`src/rtl/hazard_scoreboard_pkg.sv`:
```
// Shared definitions for the hazard scoreboard: stage indices, the packed
// scoreboard entry layout and the forwarding-select encoding.
package hazard_scoreboard_pkg;

    // Pipeline stage indices after decode.
    localparam int STAGE_E = 0;
    localparam int STAGE_M = 1;
    localparam int STAGE_W = 2;

    // Forward select: values 0..DEPTH-1 name a stage; all-ones means "no bypass".
    // Three bits are enough because DEPTH never exceeds 7.
    localparam int FWD_SEL_W = 3;
    localparam logic [FWD_SEL_W-1:0] FWD_NONE = 3'd7;

    // Packed entry layout: {rd, valid, we, is_load}, with rd in the top bits.
    localparam int ENT_LOAD     = 0;
    localparam int ENT_WE       = 1;
    localparam int ENT_VALID    = 2;
    localparam int ENT_RD_LSB   = 3;
    localparam int ENTRY_FLAG_W = 3;

    // Width of one packed entry for a given register address width.
    function automatic int entryWidth(input int aw);
        return aw + ENTRY_FLAG_W;
    endfunction

endpackage

```
`src/rtl/hazard_scoreboard_fwd_match.sv`:
```
// Per-port forwarding match: finds the youngest in-flight entry that writes
// the register this source port reads.
module fwd_match
    import hazard_scoreboard_pkg::*;
#(
    parameter int AW    = 5,
    parameter int DEPTH = 3
) (
    input  logic [DEPTH*entryWidth(AW)-1:0] i_entries,
    input  logic [AW-1:0]                   i_rsAddr,
    input  logic                            i_rsUsed,
    output logic [FWD_SEL_W-1:0]            o_sel
);

    localparam int EW = entryWidth(AW);

    // Scan from oldest to youngest so the youngest matching stage wins.
    always_comb begin
        o_sel = FWD_NONE;
        for (int k = DEPTH - 1; k >= 0; k--) begin
            if (i_entries[k*EW + ENT_VALID] && i_entries[k*EW + ENT_WE] && i_rsUsed &&
                (i_entries[k*EW + ENT_RD_LSB +: AW] == i_rsAddr) && (i_rsAddr != '0)) begin
                o_sel = FWD_SEL_W'(k);
            end
        end
    end

endmodule

```
`src/rtl/hazard_scoreboard.sv`:
```
// Hazard scoreboard: tracks in-flight destination registers, selects bypass
// sources for each decode operand and stalls decode on load-use hazards.
module hazard_scoreboard
    import hazard_scoreboard_pkg::*;
#(
    parameter int XLEN       = 32,
    parameter int AW         = 5,
    parameter int DEPTH      = 3,
    parameter int NRP        = 2,
    parameter int LOAD_STAGE = 2
) (
    input  logic                  clk,
    input  logic                  rst,
    input  logic                  id_valid,
    input  logic [NRP*AW-1:0]     id_rs_addr,
    input  logic [NRP-1:0]        id_rs_used,
    input  logic [AW-1:0]         id_rd_addr,
    input  logic                  id_rd_we,
    input  logic                  id_is_load,
    input  logic                  flush,
    input  logic [NRP*XLEN-1:0]   rf_rdata,
    input  logic [DEPTH*XLEN-1:0] stage_data,
    output logic                  stall,
    output logic [NRP*XLEN-1:0]   opnd,
    output logic                  wb_we,
    output logic [AW-1:0]         wb_rd,
    output logic [31:0]           stall_cnt
);

    localparam int EW = entryWidth(AW);

    logic [DEPTH*EW-1:0]  r_entries;
    logic [31:0]          r_stallCnt;
    logic [FWD_SEL_W-1:0] w_sel [NRP];
    logic                 w_loadHazard;
    logic                 w_issue;
    logic [EW-1:0]        w_newEntry;

    // One matcher per source port; selects are forced to "none" while in reset.
    for (genvar p = 0; p < NRP; p++) begin : g_match
        fwd_match #(
            .AW   (AW),
            .DEPTH(DEPTH)
        ) u_match (
            .i_entries(r_entries),
            .i_rsAddr (id_rs_addr[p*AW +: AW]),
            .i_rsUsed (id_rs_used[p] & ~rst),
            .o_sel    (w_sel[p])
        );
    end

    // A load-use hazard exists when any port's winning entry is a load whose
    // data is not yet available in stage_data.
    always_comb begin
        w_loadHazard = 1'b0;
        for (int p = 0; p < NRP; p++) begin
            for (int k = 0; k < DEPTH; k++) begin
                if ((w_sel[p] == FWD_SEL_W'(k)) && r_entries[k*EW + ENT_LOAD] && (k < LOAD_STAGE)) begin
                    w_loadHazard = 1'b1;
                end
            end
        end
    end

    assign stall   = ~rst & id_valid & ~flush & w_loadHazard;
    assign w_issue = id_valid & ~stall & ~flush;

    // Build the entry that enters E; anything not issuing becomes a bubble.
    always_comb begin
        w_newEntry = '0;
        if (w_issue) begin
            w_newEntry[ENT_VALID]            = 1'b1;
            w_newEntry[ENT_WE]               = id_rd_we;
            w_newEntry[ENT_LOAD]             = id_is_load;
            w_newEntry[ENT_RD_LSB +: AW]     = id_rd_addr;
        end
    end

    // Operand mux: bypass from the winning stage, else regfile; x0 reads zero.
    always_comb begin
        opnd = '0;
        for (int p = 0; p < NRP; p++) begin
            opnd[p*XLEN +: XLEN] = rf_rdata[p*XLEN +: XLEN];
            for (int k = 0; k < DEPTH; k++) begin
                if (w_sel[p] == FWD_SEL_W'(k)) begin
                    opnd[p*XLEN +: XLEN] = stage_data[k*XLEN +: XLEN];
                end
            end
            if (id_rs_addr[p*AW +: AW] == '0) begin
                opnd[p*XLEN +: XLEN] = '0;
            end
        end
    end

    // Advance the scoreboard one stage per cycle and load E from decode.
    always_ff @(posedge clk or posedge rst) begin
        if (rst) begin
            r_entries <= '0;
        end else begin
            r_entries[STAGE_E*EW +: EW] <= w_newEntry;
            for (int k = 1; k < DEPTH; k++) begin
                r_entries[k*EW +: EW] <= r_entries[(k-1)*EW +: EW];
            end
        end
    end

    // Count stall cycles, holding at the maximum value.
    always_ff @(posedge clk or posedge rst) begin
        if (rst) begin
            r_stallCnt <= '0;
        end else if (stall && (r_stallCnt != 32'hFFFF_FFFF)) begin
            r_stallCnt <= r_stallCnt + 32'd1;
        end
    end

    assign stall_cnt = r_stallCnt;
    assign wb_we     = r_entries[(DEPTH-1)*EW + ENT_VALID] & r_entries[(DEPTH-1)*EW + ENT_WE];
    assign wb_rd     = r_entries[(DEPTH-1)*EW + ENT_RD_LSB +: AW];

endmodule

```
`config.mk`:
```
export PLATFORM = sky130hd
export DESIGN_NAME = hazard_scoreboard
export DESIGN_NICKNAME = d
export VERILOG_FILES = /design/src/rtl/hazard_scoreboard_pkg.sv /design/src/rtl/hazard_scoreboard_fwd_match.sv /design/src/rtl/hazard_scoreboard.sv
export SDC_FILE = /design/constraint.sdc
export NUM_CORES = 1
export LEC_CHECK = 0
export ABC_AREA = 1
export CAP_MARGIN = 20
export CORE_ASPECT_RATIO = 2
export CORE_UTILIZATION = 43
export CTS_CLUSTER_DIAMETER = 50
export DETAILED_ROUTE_END_ITERATION = 7
export PLACE_DENSITY_LB_ADDON = 0.25
export SLEW_MARGIN = 30
export SYNTH_ARGS = -nofsm -noshare
export SYNTH_HDL_FRONTEND = slang
export SYNTH_SLANG_ARGS = --single-unit
```
`constraint.sdc`:
```
create_clock -name clk -period 4.9 [get_ports clk]
set_input_delay 1.225 -clock clk [delete_from_list [all_inputs] [get_ports clk]]
set_output_delay 1.225 -clock clk [all_outputs]
set_load 0.05 [all_outputs]
```
==> impl_metrics.py, run 1 <==
metrics = {
    "final_layout": {
        "layout-drive-gt1-share_pct": 13.0,
        "ff_latch_area_mm2": 0.00138,
        "final_cell_mix": "clkdlybuf4s50_1 (219), nand2_1 (218), nor2_1 (211), o21ai_0 (118), buf_12 (75)",
        "area_growth_pct": 65.6,
        "finalNetCount": 1472,
        "fin_util_pct": 73.1,
        "fill_cells": 1163,
        "layout_commonest_cell": "clkdlybuf4s50_1",
        "multi_input_area_mm2": 0.00422,
    },
    "clock_tree": {
        "clock_latency_ns": 0.30,
        "tritoncts": "yes",
        "clk_pin_slew_ns": 0.08,
        "htree_levels": 2,
        "cts_hold_buf": 0,
        "max-clock-path-buffers": 2,
        "cts_buffers": 5,
        "cts.sinks": 55,
        "root_buffer": "clkbuf_16",
    },
    "global_routing": {
        "use_met2_pct": 73.8,
        "antenna_found_initial": 0,
        "grt_max_degree": 65,
        "grt_pass1_vias": 8203,
        "grt_pass1_wl_um": 44600,
        "grt.met1_usage_pct": 37.0,
        "met3_usage_pct": 7.10,
        "grt_busiest_layer": "met2",
        "globalRouteTotalUtil_pct": 40.0,
        "overflow": 0,
    },
    "synthesis": {
        "yosysSeqAreaShare_pct": 22.3,
        "post_synth.cell_area_avg_um2": 6.03,
        "syn_area_mm2": 0.00617,
        "syn_nets": 1208,
        "synth_seq_cells": 55,
        "synth.yosys.warnings": 0,
        "synthCells": 1024,
        "synth_cell_types": 35,
    },
    "critical_path": {
        "crit_path_start_kind": "primary input",
        "cp_cell_sequence": "clkdlybuf4s50_1 > buf_4 > nor2_1 > nand2_1 > nor2_1 > nand2_1 > nor2_2 > nand3b_4 > buf_12 > o21ai_0 > nor2_2 > buf_12",
        "slowest_stage": "clkdlybuf4s50_1",
        "cp-end-kind": "primary output",
        "path_buf_inv": 4,
        "slowest_delay_ns": 0.46,
        "crit_required_ns": 3.67,
        "critPathKind": "primary input to primary output",
        "cpLargestDelayFamily": "simple AND/OR/NAND/NOR gates",
        "arrival_ns": 3.52,
        "cp_max_fo": 32,
    },
    "pwr": {
        "vdd_drop_max_v": 0.000220,
        "p_comb_share_pct": 41.4,
        "power_density_mw_per_mm2": 142,
        "p_seq_share_pct": 32.4,
        "power.switching_mw": 0.485,
        "clkPwrFrac_pct": 26.2,
        "intPower_mw": 0.965,
        "p_leak_nw": 4.75,
        "swShare_pct": 33.4,
    },
    "route": {
        "ant_nets": 0,
        "routedWlPerCell_um": 20.6,
        "viasPerCell": 5.65,
        "drtIter0Drc": 480,
        "drcViolationCount": 0,
        "via_count": 8360,
        "drt_pass1_iterations": 7,
        "totalWireLength_um": 30500,
    },
    "run": {
        "maxCapViolations": 0,
    },
    "sta": {
        "setup_violations": 0,
        "period_share_pct": 96.9,
        "clock_skew_ns": 0.00802,
        "period_minus_slack_ns": 4.75,
        "worst_slew_pin_slew_ns": 0.721,
        "setup_tns_ns": 0,
        "relSlewSlack_pct": 51.9,
        "worst_slack_ns": 0.151,
        "max_freq_mhz": 211,
        "hold_viol_final": 0,
        "drv_slew": 0,
    },
    "floorplan": {
        "fp.coreArea_mm2": 0.0140,
        "rows": 61,
        "die_area_mm2": 0.0149,
        "initial_utilization_pct": 44.2,
        "dieHeight_um": 171,
        "io_pins": 286,
        "die_x_um": 86.7,
    },
    "status": {
        "outcome": "complete, no violations",
    },
    "min_path": {
        "hp-class": "flip-flop to flip-flop",
    },
    "place": {
        "io_buffers": 285,
        "dp_hpwl_um": 23700,
        "gp_congestion": 1.02,
        "place_ws_ns": 0.0373,
    },
}
-- power groups by stage --
stage | clock network, mW | logic, mW | registers (mW)
3_3_place_gp | 0 | 0.592 | 0.479
5_1_grt | 0.398 | 0.628 | 0.471
3_5_place_dp | 0 | 0.593 | 0.479
2_1_floorplan | 0 | 0.241 | 0.476
6_report | 0.380 | 0.600 | 0.470
4_1_cts | 0.385 | 0.596 | 0.470
-- metal layers --
| layer | routed length (µm) | vias to the layer above |
|---|---|---|
| li1 | - | 3898 |
| met3 | 2210 | 145 |
| met5 | 0 | - |
| met1 | 9340 | 3857 |
| met2 | 16100 | 460 |
| met4 | 2820 | 0 |
-- kinds of logic after synthesis --
family | count (synthesis) | synth area share (%)
simple gates | 593 | 43.2
compound gates | 196 | 18.7
buf+inv | 139 | 9.92
flops | 55 | 22.3
xor+xnor | 40 | 5.68
fa+ha+maj | 1 | 0.203
-- cells in the mapped netlist, drive strengths merged --
library cell | count | area share, %
nor3 | 22 | 2.0
nand3b | 6 | 1.2
nor4 | 6 | 0.71
ha | 1 | 0.20
xnor2 | 17 | 2.4
nand3 | 54 | 4.6
and2 | 1 | 0.10
nand4 | 45 | 5.5
a21oi | 34 | 2.9
o211a | 32 | 5.2
nor2 | 234 | 15
dfrtp | 55 | 22
o211ai | 1 | 0.12
nand2 | 225 | 14
inv | 74 | 4.5
buf | 38 | 3.8
clkbuf | 27 | 1.6
xor2 | 23 | 3.3
o21ai | 129 | 10
-- state kept, by name, summed over array words and instances, names as in the netlist --
name	flops
r_entries	23
stall_cnt	32
-- what timing repair did --
| item | 4_1_cts | 5_1_grt |
|---|---|---|
| buffers inserted | 0 | 0 |
| endpoints found under the setup margin | 0 | 30 |
| gates resized for setup | 0 | 17 |
-- final cells by class --
| cell class | instances | share of cell area (%) |
|---|---|---|
| antenna | 2 | 0.0490 |
| clock buffer | 5 | 1.22 |
| clock inverter | 3 | 0.331 |
| inverter | 74 | 2.77 |
| multi-input combinational | 830 | 41.3 |
| sequential | 55 | 13.5 |
| tap | 189 | 2.31 |
| timing repair buffer | 322 | 38.5 |
-- per-stage QoR --
step	cell area [µm²]	cells	hold WS (ns)	power (mW)
final	10200	1480	0.379	1.45
after global routing	10200	1478	0.388	1.50
after CTS	10100	1477	0.376	1.45
after global placement	9970	1469	0.360	1.07
after detailed placement	9970	1469	0.359	1.07
after floorplan	6170	1024	0.354	0.717
-- path summary, 6_finish.rpt --
check	start	end	slack, ns	cells after the start
max	rst	opnd[62]	0.15	12
min in group asynchronous	rst	r_entries[23]	1.53	3
min reg2reg	r_entries[10]	r_entries[18]	0.38	0
min	r_entries[10]	r_entries[18]	0.38	0
max in group asynchronous	rst	stall_cnt[26]	2.88	3
max reg2reg	stall_cnt[0]	stall_cnt[9]	1.84	7
Power figures use the tool's default switching activity.
==> run 2, diff against run 1 <==
--- a/config.mk
+++ b/config.mk
@@ -9,7 +9,9 @@
 export CAP_MARGIN = 20
 export CORE_ASPECT_RATIO = 2
 export CORE_UTILIZATION = 43
+export CTS_BUF_LIST = sky130_fd_sc_hd__clkbuf_16
 export CTS_CLUSTER_DIAMETER = 50
+export CTS_CLUSTER_SIZE = 8
 export DETAILED_ROUTE_END_ITERATION = 7
 export PLACE_DENSITY_LB_ADDON = 0.25
 export SLEW_MARGIN = 30
==> results of run 2 <==
Same layout as run 1: the final DEF is identical, and so are final timing and power.
